==> src/rtl/lockstep_pkg.sv <==
`default_nettype none
// lockstep_pkg: shared signature type, pair FSM states and the request-signature match rule
// used by every lockstep master/checker pair.
package lockstep_pkg;

  localparam int LS_MAX_DELAY = 7;

  typedef struct packed {
    logic        req;
    logic [31:0] add;
    logic        wen;
    logic [31:0] wdata;
    logic [3:0]  be;
  } lockstep_sig_t;

  localparam int LS_SIG_W = $bits(lockstep_sig_t);

  typedef enum logic [1:0] {
    IDLE  = 2'd0,
    FILL  = 2'd1,
    CHECK = 2'd2,
    ERROR = 2'd3
  } pair_state_e;

  // Idle cycles never mismatch; write payload only matters when wen is low.
  function automatic logic sig_match(input lockstep_sig_t a, input lockstep_sig_t b);
    logic m;
    if (a.req != b.req) begin
      m = 1'b0;
    end else if (!a.req) begin
      m = 1'b1;
    end else if ((a.add != b.add) || (a.wen != b.wen)) begin
      m = 1'b0;
    end else if (!a.wen) begin
      m = (a.wdata == b.wdata) && (a.be == b.be);
    end else begin
      m = 1'b1;
    end
    return m;
  endfunction

endpackage
`default_nettype wire

==> src/rtl/lockstep_pair_checker.sv <==
`default_nettype none
// lockstep_pair_checker: one master/checker pair -- master delay line, resync FSM,
// sticky error state and saturating mismatch counter.
module lockstep_pair_checker
  import lockstep_pkg::*;
#(
  parameter int DELAY = 2,
  parameter int CNT_W = 8
) (
  input  logic                clk_i,
  input  logic                rst_ni,
  input  logic                lockstep_mode_i,
  input  logic                sync_i,
  input  logic                clr_i,
  input  logic [LS_SIG_W-1:0] master_i,
  input  logic [LS_SIG_W-1:0] checker_i,
  output logic                checking_o,
  output logic                pair_err_o,
  output logic [CNT_W-1:0]    mismatch_cnt_o
);

  lockstep_sig_t dly_q [DELAY];
  pair_state_e   state_q, state_d;
  logic [2:0]    fill_q, fill_d;
  logic [CNT_W-1:0] cnt_q, cnt_d;
  logic          mismatch;
  logic          count_en;

  // The delay line shifts unconditionally so it is already primed when a resync arrives.
  always_ff @(posedge clk_i or negedge rst_ni) begin
    if (!rst_ni) begin
      for (int i = 0; i < DELAY; i++) dly_q[i] <= '0;
    end else begin
      dly_q[0] <= lockstep_sig_t'(master_i);
      for (int i = 1; i < DELAY; i++) dly_q[i] <= dly_q[i-1];
    end
  end

  assign mismatch = !sig_match(dly_q[DELAY-1], lockstep_sig_t'(checker_i));

  always_ff @(posedge clk_i or negedge rst_ni) begin
    if (!rst_ni) begin
      state_q <= IDLE;
      fill_q  <= '0;
      cnt_q   <= '0;
    end else begin
      state_q <= state_d;
      fill_q  <= fill_d;
      cnt_q   <= cnt_d;
    end
  end

  always_comb begin
    state_d  = state_q;
    fill_d   = fill_q;
    count_en = 1'b0;
    case (state_q)
      IDLE: begin
        if (lockstep_mode_i && sync_i) begin
          // With DELAY=1 the very next cycle is already the first compared one.
          if (DELAY == 1) begin
            state_d = CHECK;
          end else begin
            state_d = FILL;
            fill_d  = 3'(DELAY - 1);
          end
        end
      end
      FILL: begin
        if (!lockstep_mode_i) begin
          state_d = IDLE;
        end else begin
          fill_d = fill_q - 3'd1;
          if (fill_q <= 3'd1) state_d = CHECK;
        end
      end
      CHECK: begin
        if (!lockstep_mode_i) begin
          state_d = IDLE;
        end else if (!clr_i && mismatch) begin
          state_d  = ERROR;
          count_en = 1'b1;
        end
      end
      ERROR: begin
        count_en = mismatch;
        if (clr_i) state_d = lockstep_mode_i ? CHECK : IDLE;
      end
      default: state_d = IDLE;
    endcase
  end

  always_comb begin
    cnt_d = cnt_q;
    if (clr_i) begin
      cnt_d = '0;
    end else if (count_en && (cnt_q != {CNT_W{1'b1}})) begin
      cnt_d = cnt_q + 1'b1;
    end
  end

  assign checking_o     = (state_q == CHECK);
  assign pair_err_o     = (state_q == ERROR);
  assign mismatch_cnt_o = cnt_q;

endmodule
`default_nettype wire

==> src/rtl/lockstep_pair_checker_array.sv <==
`default_nettype none
// lockstep_pair_checker_array: groups cores into master/checker pairs (2p, 2p+1), checks each
// pair independently and raises one aggregate error interrupt.
module lockstep_pair_checker_array
  import lockstep_pkg::*;
#(
  parameter int NB_CORES = 8,
  parameter int DELAY    = 2,
  parameter int CNT_W    = 8
) (
  input  logic                          clk_i,
  input  logic                          rst_ni,
  input  logic                          lockstep_mode_i,
  input  logic [NB_CORES/2-1:0]         sync_i,
  input  logic [NB_CORES/2-1:0]         clr_i,
  input  logic [NB_CORES-1:0]           core_req_i,
  input  logic [NB_CORES*32-1:0]        core_add_i,
  input  logic [NB_CORES-1:0]           core_wen_i,
  input  logic [NB_CORES*32-1:0]        core_wdata_i,
  input  logic [NB_CORES*4-1:0]         core_be_i,
  output logic [NB_CORES/2-1:0]         checking_o,
  output logic [NB_CORES/2-1:0]         pair_err_o,
  output logic [NB_CORES/2*CNT_W-1:0]   mismatch_cnt_o,
  output logic                          err_irq_o
);

  localparam int NB_PAIRS = NB_CORES / 2;

  for (genvar p = 0; p < NB_PAIRS; p++) begin : g_pair
    logic [LS_SIG_W-1:0] master_sig;
    logic [LS_SIG_W-1:0] checker_sig;

    assign master_sig  = {core_req_i[2*p],   core_add_i[64*p +: 32],      core_wen_i[2*p],
                          core_wdata_i[64*p +: 32],      core_be_i[8*p +: 4]};
    assign checker_sig = {core_req_i[2*p+1], core_add_i[64*p+32 +: 32],   core_wen_i[2*p+1],
                          core_wdata_i[64*p+32 +: 32],   core_be_i[8*p+4 +: 4]};

    lockstep_pair_checker #(
      .DELAY (DELAY),
      .CNT_W (CNT_W)
    ) u_pair (
      .clk_i           (clk_i),
      .rst_ni          (rst_ni),
      .lockstep_mode_i (lockstep_mode_i),
      .sync_i          (sync_i[p]),
      .clr_i           (clr_i[p]),
      .master_i        (master_sig),
      .checker_i       (checker_sig),
      .checking_o      (checking_o[p]),
      .pair_err_o      (pair_err_o[p]),
      .mismatch_cnt_o  (mismatch_cnt_o[p*CNT_W +: CNT_W])
    );
  end

  assign err_irq_o = |pair_err_o;

endmodule
`default_nettype wire

==> config.mk <==
export PLATFORM = sky130hd
export DESIGN_NAME = lockstep_pair_checker_array
export DESIGN_NICKNAME = d
export VERILOG_FILES = /design/src/rtl/lockstep_pkg.sv /design/src/rtl/lockstep_pair_checker.sv /design/src/rtl/lockstep_pair_checker_array.sv
export SDC_FILE = /design/constraint.sdc
export NUM_CORES = 1
export LEC_CHECK = 0
export BUFFER_PORTS_ARGS = -buffer_cell sky130_fd_sc_hd__buf_2
export CORE_AREA = 3 3 240 242
export DETAILED_ROUTE_END_ITERATION = 8
export DIE_AREA = 0 0 243 245
export PLACE_DENSITY = 0.66
export SYNTH_ARGS = -nofsm -noshare
export SYNTH_HDL_FRONTEND = slang
export SYNTH_HIERARCHICAL = 1
export SYNTH_SLANG_ARGS = --single-unit
==> constraint.sdc <==
create_clock -name clk_i -period 4.24 [get_ports clk_i]
set_input_delay 0.212 -clock clk_i [delete_from_list [all_inputs] [get_ports clk_i]]
set_output_delay 0.212 -clock clk_i [all_outputs]
set_load 0.01 [all_outputs]
==> flow_metrics.env, run 1 <==
export IMPL_worstSetupPathType="flip-flop to flip-flop"
export IMPL_initial_utilization_pct=37.29
export IMPL_grt_pass1_vias=15730
export IMPL_vias_per_cell=4.503
export IMPL_ys_types=66
export IMPL_synth_adder_area_share_pct=0.7279
export IMPL_syn_nets=1924
export IMPL_slew_viol_final=0
export IMPL_intPower_mw=10.49
export IMPL_synth_edf_count=0
export IMPL_seqCellArea_um2=15310
export IMPL_hold_class="input port to flip-flop"
export IMPL_period_share_pct=60.97
export IMPL_fmax_ghz=0.3868
export IMPL_pre_cts_ws_ns=1.541
export IMPL_numCtsBuffers=61
export IMPL_power_switching_mw=3.229
export IMPL_ys_flop_type="dfrtp_1"
export IMPL_cp_data_arrival_time_ns=3.07
export IMPL_min_to="g_pair[3].u_pair/fill_q[1]"
export IMPL_antenna_left=0
export IMPL_yosys_area_top_type="dfrtp_1"
export IMPL_max_clock_path_buffers=3
export IMPL_pwr_share_seq_pct=47.1
export IMPL_synth_warnings=6
export IMPL_ioPinCount=612
export IMPL_synth_seq_cells=612
export IMPL_hpwlAfterDp_um=39780
export IMPL_drc_errors=0
export IMPL_muxShareOfSynthArea_pct=1.547
export IMPL_seq_area_frac_synth_pct=74.25
export IMPL_layout_setup_ws_ns=1.655
export IMPL_finalSetupTns_ns=0
export IMPL_wl_per_cell_um=18.28
export IMPL_synth_top_area_share_pct=74.25
export IMPL_fin_crit_ns=2.585
export IMPL_status="finished clean"
export IMPL_p_leak_nw=13.77
export IMPL_r2r_setup_slack_ns=1.65
export IMPL_port_buffers=611
export IMPL_critical_path_peak_fanout=8
export IMPL_synth_top_family_by_area="XOR/XNOR gates"
export IMPL_max_vdd_ir_drop_uv=350.8
export IMPL_grt_max_degree=107
export IMPL_worst_pin_slew_ns=0.8813
export IMPL_r2r_start="g_pair[3].u_pair/dly_q[17]"
export IMPL_synth_area_um2=20630
export IMPL_overflow=0
export IMPL_htreeDepth=2
export IMPL_coreArea_um2=55310
export IMPL_nFillCells=4478
export IMPL_clkPwrFrac_pct=42.0
export IMPL_synth_area_leaders="dfrtp_1 (74%), xnor2_1 (9.0%), nand4_1 (1.8%)"
export IMPL_yosys_area_share_simple_pct=7.376
export IMPL_area_delta_synth_final_pct=44.73
export IMPL_finish_utilization_pct=53.97
export IMPL_num_vias=14080
export IMPL_grtUsageTotal_pct=18.84
export IMPL_rows=86
export IMPL_placed_area_um2=24730
export IMPL_multi_input_area_um2=5097
export IMPL_whs_ns=0.06413
export IMPL_worst_setup_path_start_kind="flip-flop"
export IMPL_synth_compound_area_share_pct=4.234
export IMPL_grt_first_pass_wirelength_um=86820
export IMPL_hp_start="sync_i[3]"
export IMPL_root_buffer="clkbuf_16"
export IMPL_cts_tree="done"
export IMPL_gp_congestion=0.8847
export IMPL_whs_path_depth=4
export IMPL_clock_latency_ns=0.61
export IMPL_drv_cap=0
export IMPL_clk_pin_slew_ns=0.06
export IMPL_fin_nets=2895
export IMPL_skew_ns=0.02304
export IMPL_numClockSinks=612
export IMPL_routed_wl_um=57150
export IMPL_relSlewSlack_pct=41.25
export IMPL_r2r_cells=6
export IMPL_avgSynthCellArea_um2=15.38
export IMPL_r2r_end="g_pair[3].u_pair/mismatch_cnt_o[0]"
export IMPL_p_sw_share_pct=23.53
export IMPL_power_density_nw_per_um2=459.6
export IMPL_drt_initial_drc_count=604
export IMPL_fin_area_um2=29850
export IMPL_setup_violations_final=0
export IMPL_die_h_um=245
export IMPL_die_w_um=243
export IMPL_crit_path_end_kind="flip-flop"
export IMPL_cp_required_ns=4.72
export IMPL_die_area_um2=59540
export IMPL_async_reset_ff_share_pct=100.0
export IMPL_finalHoldViolCount=0
export IMPL_antenna_found_initial=25
export IMPL_syn_inst=1341
export IMPL_synth_xor_area_share_pct=10.83
export IMPL_firstDrtPassIters=5
export IMPL_p_comb_share_pct=10.9
export IMPL_drive_gt1_share_pct=32.20
export IMPL_grt_setup_unrepaired="no"
## cells by family (layout without fill, tap and decap cells)
kind of cell / after synthesis / after routing
and+or+nand+nor: 268 / 268
AOI/OAI and AO/OA: 113 / 113
xor gates and xnor gates: 255 / 255
buffers and inverters: 53 / 1069
other: 0 / 21
adders and majority gates: 12 / 12
DFF: 612 / 612
muxes: 28 / 28
## registers in the layout, summed over array words and instances (netlist names)
signal and flops:
g_pair.u_pair/fill_q 12, g_pair.u_pair/state_q 8, g_pair.u_pair/mismatch_cnt_o 32, g_pair.u_pair/dly_q 560
## cell usage after synthesis (all sizes together) (5+ instances only)
master  instances
dfrtp         612
xnor2         213
nand4          60
nor2           50
inv            44
xor2           42
nor2b          41
nand2          31
o21ai          27
nand3          25
mux2           22
nor4           22
a21oi          14
ha             12
nand2b         12
nor3           11
a311oi          8
clkbuf          6
mux2i           6
o21a            5
## timing repair
item                                    in CTS  in global routing
endpoints found under the setup margin       0                  0
endpoints found under the hold margin      385                  0
gates resized for setup                      0                  0
hold buffers                               289                  0
buffers inserted                             0                  0
## power by group through the flow
stage / combinational, mW / clock (mW) / sequential (mW)
floorplan: 0.662 / 0 / 6.48
global placement: 1.22 / 0 / 6.54
detailed placement: 1.27 / 0 / 6.57
CTS: 1.50 / 5.87 / 6.46
global route: 1.66 / 6.13 / 6.51
finish: 1.50 / 5.76 / 6.46
## how the worst max path moves through the flow
stage                                     startpoint                                  to  slack (ns)  cells after the start
after floorplan           g_pair[3].u_pair/dly_q[49]  g_pair[3].u_pair/mismatch_cnt_o[0]        2.26                      6
after global placement    g_pair[0].u_pair/dly_q[37]  g_pair[0].u_pair/mismatch_cnt_o[7]        1.55                      8
after detailed placement  g_pair[0].u_pair/dly_q[37]  g_pair[0].u_pair/mismatch_cnt_o[7]        1.54                      8
after CTS                 g_pair[0].u_pair/dly_q[55]  g_pair[0].u_pair/mismatch_cnt_o[7]        1.51                      8
after global routing      g_pair[0].u_pair/dly_q[54]  g_pair[0].u_pair/mismatch_cnt_o[5]        1.48                      8
final                     g_pair[3].u_pair/dly_q[17]  g_pair[3].u_pair/mismatch_cnt_o[0]        1.65                      6
## per-layer routing
metal | vias to the layer above | global-route usage (%) | part of all wire, %
met5 | - | 0 | 0.052
met4 | 6 | 8.366 | 3.6
met3 | 134 | 4.326 | 5.6
li1 | 6489 | - | -
met2 | 456 | 34.65 | 55
met1 | 6990 | 20.80 | 36
## worst max-delay path: stages, from the launching register on
cell and delay (ns):
dfrtp_1 0.38, xnor2_1 0.23, nand4_1 0.14, nor4_1 0.69
a41o_1 0.48, a21o_1 0.21, mux2_1 0.33
## final cells by class
type	instances	share of cell area, %
multi-input combinational	676	17.08
inverter	45	0.5658
clock inverter	33	1.660
clock buffer	75	5.629
timing repair buffer	916	20.45
sequential	612	51.30
tap	748	3.135
antenna	21	0.1760
## cell usage in the layout, fill, tap and decap left out, types with 5 or more instances in the layout
| master | Yosys | final |
|---|---|---|
| clkinvlp_4 | 0 | 6 |
| nand3_1 | 25 | 25 |
| buf_2 | 0 | 610 |
| buf_4 | 0 | 14 |
| mux2i_1 | 6 | 6 |
| nor2_1 | 50 | 50 |
| dfrtp_1 | 612 | 612 |
| mux2_1 | 15 | 15 |
| clkinv_2 | 0 | 11 |
| ha_1 | 12 | 12 |
| clkbuf_8 | 0 | 8 |
| o21ai_0 | 22 | 22 |
| nand2b_1 | 12 | 12 |
| nor4_1 | 17 | 17 |
| o21a_1 | 5 | 5 |
| bufinv_16 | 0 | 11 |
| inv_1 | 42 | 42 |
| a21oi_1 | 13 | 13 |
| xor2_1 | 42 | 42 |
| nand2_1 | 31 | 31 |
| xnor2_1 | 213 | 213 |
| clkbuf_1 | 6 | 5 |
| clkbuf_16 | 0 | 62 |
| nand4_1 | 59 | 59 |
| diode_2 | 0 | 21 |
| nor3_1 | 11 | 11 |
| a311oi_1 | 8 | 8 |
| nor2b_1 | 40 | 40 |
| dlygate4sd3_1 | 0 | 289 |
## through the flow
step | total power [mW] | instances
after global routing | 14.30 | 3122
after CTS | 13.84 | 3105
after global placement | 7.765 | 2708
final | 13.72 | 3126
after floorplan | 7.147 | 1341
after detailed placement | 7.839 | 2708
Power figures use the tool's default switching activity.
==> inputs of run 2 (changes only) <==
==> constraint.sdc (replaced) <==
create_clock -name clk_i -period 2.5 [get_ports clk_i]
set_input_delay 0.125 -clock clk_i [delete_from_list [all_inputs] [get_ports clk_i]]
set_output_delay 0.125 -clock clk_i [all_outputs]
set_load 0.01 [all_outputs]
==> run 2 against run 1 <==
Compared with the run above:
- cell count rose by 1.1%
- critical path depth did not move
- sequential share of layout area fell by 0.56 points
- highest routed layer unchanged
- register-to-register slack got worse by 1.5 ns
- non-clock buffer count rose by 21
- clock skew fell by 0.0036 ns
- via count rose by 1.4%
==> flow_metrics.env, run 2 (synthesis gave the netlist of run 1 again) <==
export IMPL_status="finished clean"
export IMPL_setup_violations_final=0
export IMPL_drive_gt1_share_pct=32.71
export IMPL_top_register="g_pair.u_pair/dly_q"
export IMPL_power_density_nw_per_um2=781.7
export IMPL_whs_ns=0.1009
export IMPL_numClockSinks=612
export IMPL_max_vdd_ir_drop_uv=551.7
export IMPL_worstSetupPathType="flip-flop to flip-flop"
export IMPL_fin_nets=2921
export IMPL_relSlewSlack_pct=59.59
export IMPL_intPower_mw=18.01
export IMPL_fmax_ghz=0.4245
export IMPL_ioPinCount=612
export IMPL_hpwlAfterDp_um=40620
export IMPL_htreeDepth=3
export IMPL_pwr_share_seq_pct=46.4
export IMPL_fin_crit_ns=2.356
export IMPL_grt_pass1_vias=16310
export IMPL_root_buffer="clkbuf_16"
export IMPL_finalSetupTns_ns=0
export IMPL_hold_class="input port to asynchronous set/reset pin"
export IMPL_clk_pin_slew_ns=0.06
export IMPL_clkPwrFrac_pct=42.5
export IMPL_grtUsageTotal_pct=19.35
export IMPL_grt_max_degree=86
export IMPL_drc_errors=0
export IMPL_slew_viol_final=0
export IMPL_finalHoldViolCount=0
export IMPL_die_w_um=243
export IMPL_initial_utilization_pct=37.29
export IMPL_stdcell_count=3160
export IMPL_antenna_found_initial=30
export IMPL_antenna_left=0
export IMPL_layout_setup_ws_ns=0.1441
export IMPL_numCtsBuffers=66
export IMPL_dp_cells=2724
export IMPL_num_vias=14280
export IMPL_final_cell_mix="dfrtp_1 (612), buf_2 (610), dlygate4sd3_1 (293)"
export IMPL_power_switching_mw=5.584
export IMPL_p_comb_share_pct=11.1
export IMPL_worst_setup_path_start_kind="flip-flop"
export IMPL_p_leak_nw=13.94
export IMPL_drt_initial_drc_count=619
export IMPL_wl_per_cell_um=18.28
export IMPL_worst_pin_slew_ns=0.5909
export IMPL_die_h_um=245
export IMPL_port_buffers=611
export IMPL_grt_setup_unrepaired="no"
export IMPL_overflow=0
export IMPL_firstDrtPassIters=6
export IMPL_max_clock_path_buffers=3
export IMPL_routed_wl_um=57780
export IMPL_p_sw_share_pct=23.67
export IMPL_cp_data_arrival_time_ns=2.81
export IMPL_drv_cap=0
export IMPL_coreArea_um2=55310
export IMPL_vias_per_cell=4.517
export IMPL_grt_first_pass_wirelength_um=88560
export IMPL_area_delta_synth_final_pct=46.31
export IMPL_rows=86
export IMPL_crit_path_end_kind="flip-flop"
export IMPL_cts_tree="done"
export IMPL_skew_ns=0.01942
export IMPL_final_common_cell="dfrtp_1"
export IMPL_clock_latency_ns=0.58
export IMPL_pre_cts_ws_ns=-0.02969
export IMPL_largest_register_ff_count=560
export IMPL_period_share_pct=94.24
export IMPL_gp_congestion=0.9072
export IMPL_cp_required_ns=2.95
export IMPL_die_area_um2=59540
export IMPL_critical_path_peak_fanout=8
export IMPL_finish_utilization_pct=54.57
==> run 2: cell type report <==
class	count	area (µm²)
antenna	24	60.06
clock buffer	90	1894
fill	4417	25130
sequential	612	15310
timing repair buffer	937	6324
multi-input combinational	676	5104
inverter	45	168.9
tap	748	935.9
clock inverter	28	377.9
==> run 2: routing by layer <==
metal / GRT usage [%] / vias up / part of all wire [%]
li1: - / 6543 / -
met1: 21.26 / 7094 / 36
met2: 35.07 / 473 / 54
met3: 4.599 / 155 / 5.3
met4: 9.666 / 10 / 3.9
met5: 0 / - / 0.11
==> run 2: worst paths after layout <==
path                                              from                            endpoint  slack, ns  cells after the start
setup / recovery            g_pair[3].u_pair/dly_q[42]  g_pair[3].u_pair/mismatch_cnt_o[0]       0.14                      6
hold / removal                                  rst_ni          g_pair[3].u_pair/dly_q[50]       0.10                      2
setup reg to reg            g_pair[3].u_pair/dly_q[42]  g_pair[3].u_pair/mismatch_cnt_o[0]       0.14                      6
hold reg to reg            g_pair[1].u_pair/dly_q[128]          g_pair[1].u_pair/dly_q[58]       0.34                      0
max in group asynchronous                       rst_ni          g_pair[1].u_pair/dly_q[91]       1.37                      4
min in group clk_i                       core_req_i[7]         g_pair[3].u_pair/state_q[0]       0.11                      5
==> run 2: power by group through the flow <==
stage,Clock [mW],Combinational [mW],Sequential [mW]
global placement,0,2.15,11.1
floorplan,0,1.12,11.0
finish,10.0,2.62,10.9
detailed placement,0,2.24,11.1
CTS,10.3,2.64,10.9
global route,10.7,2.91,11.0
==> run 2: critical path: stages (launching register included) <==
cell and delay [ns]:
dfrtp_1 0.38, a2111oi_0 0.59, nand4_1 0.26, nor4_4 0.30, buf_4 0.21, a21o_1 0.17, mux2_1 0.33
==> run 2: what timing repair did <==
item,in CTS,in global routing
resized for setup,1,0
setup buffers,0,1
endpoints found under the setup margin,4,7
pin swaps,0,1
endpoints found under the hold margin,789,0
hold buffers,293,0
gates cloned,0,0
==> run 2: through the flow <==
stage / area (µm²) / total power [mW]
global placement: 24900 / 13.22
CTS: 30110 / 23.85
detailed placement: 24900 / 13.36
finish: 30180 / 23.59
floorplan: 20630 / 12.12
global route: 30170 / 24.65
==> inputs of run 3 (changes only) <==
--- a/config.mk
+++ b/config.mk
@@ -10,6 +10,7 @@
 export DETAILED_ROUTE_END_ITERATION = 8
 export DIE_AREA = 0 0 243 245
 export PLACE_DENSITY = 0.66
+export RECOVER_POWER = 25
 export SYNTH_ARGS = -nofsm -noshare
 export SYNTH_HDL_FRONTEND = slang
 export SYNTH_HIERARCHICAL = 1
==> constraint.sdc (replaced) <==
create_clock -name clk_i -period 2.5 [get_ports clk_i]
set_input_delay 0.125 -clock clk_i [delete_from_list [all_inputs] [get_ports clk_i]]
set_output_delay 0.125 -clock clk_i [all_outputs]
set_load 0.02 [all_outputs]
==> run 3 against run 2 <==
Compared with the run above:
- the flow now finishes with violations (capacitance limit, slew limit)
- power shrank 2.6%
- sequential power hardly changed
- combinational power up 3%
- register-to-register slack is essentially flat
- die area unchanged
- critical path depth increased by 1
- design area is 0.69% lower
- sequential share of layout area up 0.35 points
- flip-flop and latch count is the same
- critical path type unchanged
- largest power group unchanged
==> flow_metrics.env, run 3 (synthesis gave the netlist of run 1 again) <==
export IMPL_clock_latency_ns=0.61
export IMPL_slew_viol_final=41
export IMPL_antenna_left=0
export IMPL_crit_path_end_kind="flip-flop"
export IMPL_worst_pin_slew_ns=1.546
export IMPL_numCtsBuffers=61
export IMPL_slowest_delay_ns=0.43
export IMPL_fin_nets=2917
export IMPL_pre_cts_ws_ns=0.03953
export IMPL_die_h_um=245
export IMPL_htreeDepth=2
export IMPL_relSlewSlack_pct=-3.058
export IMPL_drive_gt1_share_pct=31.39
export IMPL_gp_congestion=0.9067
export IMPL_top_register="g_pair.u_pair/dly_q"
export IMPL_status="finished, violations left"
export IMPL_wl_met2_um=30860
export IMPL_skew_ns=0.01478
export IMPL_ioPinCount=612
export IMPL_initial_utilization_pct=37.29
export IMPL_rows=86
export IMPL_grt_max_degree=86
export IMPL_numClockSinks=612
export IMPL_cpMaxStageDelayCell="nor4_1"
export IMPL_area_delta_synth_final_pct=45.31
export IMPL_cp_required_ns=2.98
export IMPL_crit_chain="xor2_1 -> nor4_1 -> nand3_1 -> nor4_4 -> buf_4 -> a21o_1 -> mux2_1"
export IMPL_fin_crit_ns=2.359
export IMPL_grt_pass1_vias=16100
export IMPL_num_vias=14190
export IMPL_largest_register_ff_count=560
export IMPL_layout_setup_ws_ns=0.1406
export IMPL_antenna_found_initial=26
export IMPL_violations="capacitance limit, slew limit"
export IMPL_worstSetupPathType="flip-flop to flip-flop"
export IMPL_drt_met1_wl_um=20870
export IMPL_power_density_nw_per_um2=766.3
export IMPL_top_layer="met5"
export IMPL_max_clock_path_buffers=3
export IMPL_die_area_um2=59540
export IMPL_port_buffers=611
export IMPL_grt_first_pass_wirelength_um=87910
export IMPL_wl_per_cell_um=18.13
export IMPL_dp_cells=2725
export IMPL_finalSetupTns_ns=0
export IMPL_clk_pin_slew_ns=0.07
export IMPL_cts_tree="done"
export IMPL_finish_utilization_pct=54.19
export IMPL_period_share_pct=94.37
export IMPL_grtUsageTotal_pct=19.12
export IMPL_wl_met3_um=3374
export IMPL_firstDrtPassIters=8
export IMPL_worst_setup_path_start_kind="flip-flop"
export IMPL_die_w_um=243
export IMPL_setup_violations_final=0
export IMPL_root_buffer="clkbuf_16"
export IMPL_finalHoldViolCount=0
export IMPL_max_vdd_ir_drop_uv=577.8
export IMPL_fmax_ghz=0.4238
export IMPL_hpwlAfterDp_um=40630
export IMPL_routed_wl_um=57230
export IMPL_final_cell_mix="dfrtp_1 (612), buf_2 (571), dlygate4sd3_1 (293)"
export IMPL_drc_errors=0
export IMPL_grt_setup_unrepaired="no"
export IMPL_coreArea_um2=55310
export IMPL_hold_class="input port to flip-flop"
export IMPL_overflow=0
export IMPL_final_common_cell="dfrtp_1"
export IMPL_vias_per_cell=4.497
export IMPL_cp_data_arrival_time_ns=2.84
export IMPL_drv_cap=1
export IMPL_drt_initial_drc_count=679
export IMPL_p_leak_nw=13.79
export IMPL_critical_path_peak_fanout=8
export IMPL_stdcell_count=3156
## run 3: critical path, delay by kind of cell (launching register included)
kind	cells	cell delay, ns
AO/OA/AOI/OAI	1	0.17
AND/OR/NAND/NOR	3	0.94
XOR/XNOR	1	0.17
multiplexers	1	0.33
flip-flops	1	0.40
buffers and inverters	1	0.21
## run 3: report_power, final
part	switching [mW]	internal (mW)	total (mW)
logic	1.31	1.38	2.70
registers	0.388	10.5	10.9
clock network	3.86	5.49	9.34
total	5.56	17.4	23.0
## run 3: worst paths after layout
kind	endpoint	slack [ns]	cells past startpoint	from
worst max register to register	g_pair[3].u_pair/mismatch_cnt_o[0]	0.14	7	g_pair[3].u_pair/dly_q[36]
worst min-delay path	g_pair[3].u_pair/state_q[0]	0.09	5	core_req_i[7]
worst max-delay path	g_pair[3].u_pair/mismatch_cnt_o[0]	0.14	7	g_pair[3].u_pair/dly_q[36]
min in group asynchronous	g_pair[3].u_pair/dly_q[47]	0.47	2	rst_ni
max in group asynchronous	g_pair[2].u_pair/dly_q[77]	0.67	4	rst_ni
worst min register to register	g_pair[3].u_pair/dly_q[55]	0.34	0	g_pair[3].u_pair/dly_q[125]
## run 3: cell type report
class / instances / area [µm²]
clock buffers: 85 / 1808
diodes: 22 / 55.05
inverters: 45 / 168.9
repair buffers: 938 / 6277
flip-flops and latches: 612 / 15310
fillers: 4464 / 25340
multi-input cells: 676 / 5104
clock inverters: 30 / 307.8
well taps: 748 / 935.9
## run 3: per-stage QoR
stage	hold WS [ns]	cell area, µm²	total power, mW
finish	0.08811	29970	22.97
global route	0.1056	29960	24.01
CTS	0.01549	29960	23.20
detailed placement	0.09145	24910	13.42
global placement	0.09084	24910	13.29
floorplan	-0.1706	20630	12.18
## run 3: per-layer routing
| layer | track usage [%] | vias to the layer above |
|---|---|---|
| li1 | - | 6540 |
| met1 | 21.00 | 7036 |
| met2 | 35.05 | 471 |
| met3 | 4.599 | 140 |
| met4 | 8.664 | 6 |
| met5 | 0 | - |
## run 3: what timing repair did
| action | in CTS | in global routing |
|---|---|---|
| setup buffers | 0 | 1 |
| setup endpoints to repair | 0 | 12 |
| hold endpoints to repair | 831 | 0 |
| hold buffers | 293 | 0 |
| resized for setup | 0 | 1 |
